`src/rtl/order_book_quoter.sv`:
```
// Market-making quoter: books sequenced add-orders per price level and quotes EDGE inside the spread.
// Crossing orders are filled within a position limit; each fill is reported over a valid/ready trade port.
module order_book_quoter #(
  parameter int NUM_LEVELS   = 100,
  parameter int PRICE_BASE   = 50,
  parameter int EDGE         = 1,
  parameter int POS_LIMIT    = 1000,
  parameter int INIT_BALANCE = 100000
) (
  input  logic         low_clk,
  input  logic         rst,
  input  logic [167:0] msg,
  input  logic         msg_valid,
  output logic         msg_ready,
  output logic         trade_valid,
  input  logic         trade_ready,
  output logic         trade_side,
  output logic [31:0]  trade_price,
  output logic [31:0]  trade_qty,
  output logic [31:0]  balance,
  output logic [31:0]  position,
  output logic [31:0]  best_bid,
  output logic [31:0]  best_ask,
  output logic         gap_err,
  output logic [15:0]  drop_cnt
);

  localparam int IDX_W = (NUM_LEVELS > 1) ? $clog2(NUM_LEVELS) : 1;
  localparam logic [31:0] BASE_PX = 32'(PRICE_BASE);
  localparam logic [31:0] TOP_PX  = 32'(PRICE_BASE + NUM_LEVELS);
  localparam logic [31:0] EDGE_PX = 32'(EDGE);
  localparam logic signed [33:0] POS_HI = 34'(POS_LIMIT);
  localparam logic signed [33:0] POS_LO = -POS_HI;

  typedef enum logic [1:0] {IDLE, APPLY, EMIT} state_t;

  state_t state, next_state;

  // Held copy of the accepted message.
  logic [7:0]  m_type;
  logic [31:0] m_seq;
  logic        m_side;
  logic [31:0] m_price;
  logic [31:0] m_qty;

  logic [31:0] exp_seq;
  logic [31:0] bid_qty [NUM_LEVELS];
  logic [31:0] ask_qty [NUM_LEVELS];

  logic                    is_dup, is_gap, is_add, in_range;
  logic                    bid_cross, ask_cross, do_fill;
  logic [IDX_W-1:0]        lvl_idx;
  logic signed [33:0]      pos_wide, qty_wide;
  logic [31:0]             notional, ask_thresh, bid_thresh;
  logic [32:0]             bid_sum, ask_sum;

  logic unused_msg_bits;
  assign unused_msg_bits = ^{msg[167:144], msg[79:48]};

  always_comb begin
    is_dup     = (m_seq < exp_seq);
    is_gap     = (m_seq > exp_seq);
    is_add     = (m_type == 8'd0);
    pos_wide   = {{2{position[31]}}, position};
    qty_wide   = {2'b00, m_qty};
    ask_thresh = best_ask - EDGE_PX;
    bid_thresh = best_bid + EDGE_PX;
    // Incoming bid lifts our offer; incoming ask hits our bid.
    bid_cross  = (m_price >= ask_thresh) && ((pos_wide - qty_wide) >= POS_LO);
    ask_cross  = (m_price <= bid_thresh) && ((pos_wide + qty_wide) <= POS_HI);
    do_fill    = !is_dup && is_add && (m_side ? ask_cross : bid_cross);
    in_range   = (m_price >= BASE_PX) && (m_price < TOP_PX);
    lvl_idx    = IDX_W'(m_price - BASE_PX);
    bid_sum    = {1'b0, bid_qty[lvl_idx]} + {1'b0, m_qty};
    ask_sum    = {1'b0, ask_qty[lvl_idx]} + {1'b0, m_qty};
    notional   = m_price * m_qty;
  end

  always_ff @(posedge low_clk) begin
    if (rst) state <= IDLE;
    else     state <= next_state;
  end

  always_comb begin
    next_state  = state;
    msg_ready   = 1'b0;
    trade_valid = 1'b0;
    case (state)
      IDLE: begin
        msg_ready = 1'b1;
        if (msg_valid) next_state = APPLY;
      end
      APPLY:   next_state = do_fill ? EMIT : IDLE;
      EMIT: begin
        trade_valid = 1'b1;
        if (trade_ready) next_state = IDLE;
      end
      default: next_state = IDLE;
    endcase
  end

  always_ff @(posedge low_clk) begin
    if (rst) begin
      m_type      <= '0;
      m_seq       <= '0;
      m_side      <= 1'b0;
      m_price     <= '0;
      m_qty       <= '0;
      exp_seq     <= '0;
      trade_side  <= 1'b0;
      trade_price <= '0;
      trade_qty   <= '0;
      balance     <= 32'(INIT_BALANCE);
      position    <= '0;
      best_bid    <= '0;
      best_ask    <= '1;
      gap_err     <= 1'b0;
      drop_cnt    <= '0;
      for (int i = 0; i < NUM_LEVELS; i++) begin
        bid_qty[i] <= '0;
        ask_qty[i] <= '0;
      end
    end else begin
      if (state == IDLE && msg_valid) begin
        m_type  <= msg[7:0];
        m_seq   <= msg[39:8];
        m_side  <= |msg[47:40];
        m_price <= msg[111:80];
        m_qty   <= msg[143:112];
      end
      if (state == APPLY && !is_dup) begin
        exp_seq <= m_seq + 32'd1;
        if (is_gap) gap_err <= 1'b1;
        if (is_add) begin
          if (do_fill) begin
            trade_price <= m_price;
            trade_qty   <= m_qty;
            if (m_side) begin
              trade_side <= 1'b0;
              position   <= position + m_qty;
              balance    <= balance - notional;
            end else begin
              trade_side <= 1'b1;
              position   <= position - m_qty;
              balance    <= balance + notional;
            end
          end else if (in_range) begin
            if (m_side) begin
              ask_qty[lvl_idx] <= ask_sum[32] ? '1 : ask_sum[31:0];
              if (m_price < best_ask) best_ask <= m_price;
            end else begin
              bid_qty[lvl_idx] <= bid_sum[32] ? '1 : bid_sum[31:0];
              if (m_price > best_bid) best_bid <= m_price;
            end
          end else if (drop_cnt != 16'hFFFF) begin
            drop_cnt <= drop_cnt + 16'd1;
          end
        end
      end
    end
  end

endmodule

```
`config.mk`:
```
export PLATFORM = sky130hd
export DESIGN_NAME = order_book_quoter
export DESIGN_NICKNAME = d
export VERILOG_FILES = /design/src/rtl/order_book_quoter.sv
export SDC_FILE = /design/constraint.sdc
export NUM_CORES = 2
export LEC_CHECK = 0
export CORE_UTILIZATION = 60
export DETAILED_ROUTE_END_ITERATION = 12
export GPL_TIMING_DRIVEN = 0
export PLACE_DENSITY = 0.79
export SETUP_SLACK_MARGIN = 0.1
export SKIP_LAST_GASP = 1
export SLEW_MARGIN = 30
export SYNTH_ARGS = -nofsm -noshare
export SYNTH_HDL_FRONTEND = slang
export SYNTH_SLANG_ARGS = --single-unit
```
`constraint.sdc`:
```
create_clock -name low_clk -period 22.6 [get_ports low_clk]
set_clock_uncertainty 0.2 [all_clocks]
set_input_delay 6.78 -clock low_clk [delete_from_list [all_inputs] [get_ports low_clk]]
set_output_delay 6.78 -clock low_clk [all_outputs]
set_load 0.01 [all_outputs]
```
==> results.toml <==
[yosys]
ys_ff_latch = 349
synth_area_leaders = "fa_1 (20%), dfxtp_1 (17%), ha_1 (12%)"
yosysSeqAreaShare_pct = 16.6
synth-edff-count = 0
synth_most_common_cell = "nand2_1"
synth.cell_area_mm2 = 0.0421
synth.avg_cell_area_um2 = 8.17
yosys.area.top_type = "fa_1"
syn_nets = 6154
synthFlopType = "dfxtp_1"
syn_inst = 5154
synth_common_cells = "nand2_1 (688), inv_1 (659), ha_1 (416)"
synth_cell_types = 96
yosysTopAreaCellShare_pct = 19.6
async_reset_ff_share_pct = 0
synth-warning-count = 0

[clock_tree]
clock_latency_ns = 0.59
cts_sinks = 349
cts_root_buf = "clkbuf_16"
tritoncts = "built"
clkTransAtPathRegs_ns = 0.06
htree_levels = 2
post-cts-setup-buffers = 0
holdBufCountCts = 0
cts_made_buffers = 41
clk_path_buf_depth = 3
postCtsResizedCells = 0

[drt]
wl_per_cell_um = 23.8
routed-via-count = 39500
firstDrtPassIters = 6
ant_nets = 0
routed_wl_um = 154000
drtIter0Drc = 3814
drc = 0
via_per_inst = 6.08

[floorplan]
die_y_um = 267
die_w_um = 267
rows = 96
die-area_mm2 = 0.0713
io_pins = 384
initial_core_util_pct = 61.0
core_area_mm2 = 0.0691

[setup_path]
critPathKind = "reg -> reg"
cp-startpoint = "m_qty[7]"
critPathCaptureType = "flop"
r2r_slack_ns = 10.28
slowest_delay_ns = 0.82
worstSetupPathDepth = 36
rr_startpoint = "m_qty[7]"
critPathSlowestCell = "clkbuf_1"
worst-r2r-cell-count = 36
path_buf_inv = 7
cp_common_cell = "fa_1"
crit_family = "adder cells"
worst_r2r_endpoint = "balance[31]"
crit_fanout = 10
critPathLaunchType = "flop"
crit_required_ns = 22.91
arrival_ns = 12.64

[timing]
setup_slack_ns = 10.28
worst_hold_slack_ns = 0.259
max_slew_margin_pct = 24.7
tightest_slew_ns = 1.13
fmax_mhz = 81.1
finalHoldViolCount = 0
fin_crit_ns = 12.32
final-setup-viol-count = 0
grt_setup_unrepaired = "false"
finalCritPeriodShare_pct = 54.5
fin_setup_tns_ns = 0
drv_slew = 0

[pwr]
peakVddDrop_v = 0.0000625
p_seq_share_pct = 29.4
p_leak_nw = 21.6
internal_power_mw = 1.38
switchingPower_mw = 0.915
switching_share_pct = 39.9
power_per_cell_area_mw_per_mm2 = 47.8
power.total_mw = 2.29
p_comb_share_pct = 40.1
pwr-share-clk_pct = 30.5

[status]
status = "finished, final reports clean"

[global_route]
grt_pass1_vias = 38700
overflow = 0
grt_max_degree = 15
grt_pass1_wl_um = 232000
grtUsageTotal_pct = 43.3
antenna_found_initial = 4

[placement]
place.gp.congestion = 1.04
placed_area_mm2 = 0.0466
numPortBuffers = 327
hpwl_um = 125000
post-place-ws_ns = 10.63

[finish]
finalNetCount = 6525
syn2layout_area_growth_pct = 14.0
num-fill-cells = 5743
fin_area_mm2 = 0.0480
regArea_mm2 = 0.00699
drive_above_1_share_pct = 2.65
multi_input_area_mm2 = 0.0315

[flow_run]
drv_cap = 0

[hold_path]
hp-class = "reg -> reg"
hold_path_end = "m_type[7]"
hold_path_depth = 2
hold_start = "m_type[7]"
## cell usage in the layout, fill, tap and decap left out, drive strengths merged, types with 38 or more instances in the layout
| master | n |
|---|---|
| a211oi | 63 |
| a21o | 77 |
| buf | 42 |
| fa | 412 |
| xor2 | 68 |
| inv | 665 |
| mux2i | 148 |
| a21oi | 288 |
| and3 | 58 |
| nor3 | 57 |
| nand3 | 84 |
| nand4 | 71 |
| clkdlybuf4s50 | 327 |
| clkbuf | 268 |
| nor4 | 46 |
| o21ai | 106 |
| xnor2 | 248 |
| nor2 | 363 |
| dfxtp | 349 |
| o21a | 38 |
| and2 | 252 |
| nand2 | 689 |
| ha | 416 |
## stage by stage
step,util [%],cells
after floorplan,-,5154
after global placement,67.4,6412
after detailed placement,67.4,6413
after CTS,69.5,6488
after global routing,69.5,6488
final,69.5,6493
## power groups by stage
stage | sequential [mW] | clock (mW) | combinational [mW]
after global placement | 0.684 | 0 | 0.870
after CTS | 0.671 | 0.702 | 0.896
after detailed placement | 0.684 | 0 | 0.886
after floorplan | 0.665 | 0 | 0.619
after global routing | 0.673 | 0.726 | 0.999
final | 0.674 | 0.700 | 0.920
## worst register-to-register path, delay by kind of cell, from the launching register on
| family | cells | cell delay [ns] |
|---|---|---|
| compound gates | 8 | 1.89 |
| xor+xnor | 3 | 0.77 |
| fa+ha+maj | 10 | 4.71 |
| buf+inv | 7 | 2.16 |
| flops | 1 | 0.41 |
| simple gates | 8 | 2.12 |
## state kept, by name, indices dropped and copies added, names as in the netlist
| name | cells |
|---|---|
| balance | 32 |
| best_ask | 32 |
| best_bid | 32 |
| exp_seq | 32 |
| m_price | 32 |
| m_qty | 32 |
| m_seq | 32 |
| position | 32 |
| trade_price | 32 |
| trade_qty | 32 |
| drop_cnt | 16 |
| m_type | 8 |
| state | 2 |
| gap_err | 1 |
| m_side | 1 |
| trade_side | 1 |
## cell type report
| class | count | area share [%] |
|---|---|---|
| multi-input cells | 3885 | 65.7 |
| flip-flops and latches | 349 | 14.6 |
| repair buffers | 328 | 6.83 |
| inverters | 664 | 5.19 |
| well taps | 931 | 2.43 |
| clock buffers | 53 | 2.40 |
| plain buffers | 256 | 2.36 |
| clock inverters | 22 | 0.555 |
| diodes | 5 | 0.0261 |
## layer usage
| layer | part of all wire (%) | global-route usage, % | up-vias |
|---|---|---|---|
| met1 | 39 | 55.3 | 19100 |
| met4 | 6.2 | 23.2 | 8 |
| met5 | 0.027 | 0.0693 | - |
| met3 | 12 | 14.2 | 453 |
| li1 | - | - | 17700 |
| met2 | 43 | 64.8 | 2172 |
## how the worst max path moves through the flow
| stage | end | slack (ns) |
|---|---|---|
| 2_1_floorplan | balance[31] | 12.80 |
| 3_3_place_gp | balance[31] | 10.77 |
| 3_5_place_dp | balance[31] | 10.63 |
| 4_1_cts | balance[31] | 10.57 |
| 5_1_grt | balance[31] | 9.94 |
| 6_report | balance[31] | 10.28 |
## cell families (layout without fill, tap and decap cells)
| logic type | after synthesis | in the layout | share of synthesized area [%] |
|---|---|---|---|
| AOI/OAI and AO/OA | 817 | 817 | 12.8 |
| xor gates and xnor gates | 316 | 316 | 6.57 |
| adders and majority gates | 828 | 828 | 31.9 |
| buffers and inverters | 920 | 1323 | 8.59 |
| DFF | 349 | 349 | 16.6 |
| muxes | 152 | 152 | 3.62 |
| other | 0 | 5 | 0 |
| and+or+nand+nor | 1772 | 1772 | 19.9 |
Note: power is estimated with default switching activity, not from simulation.
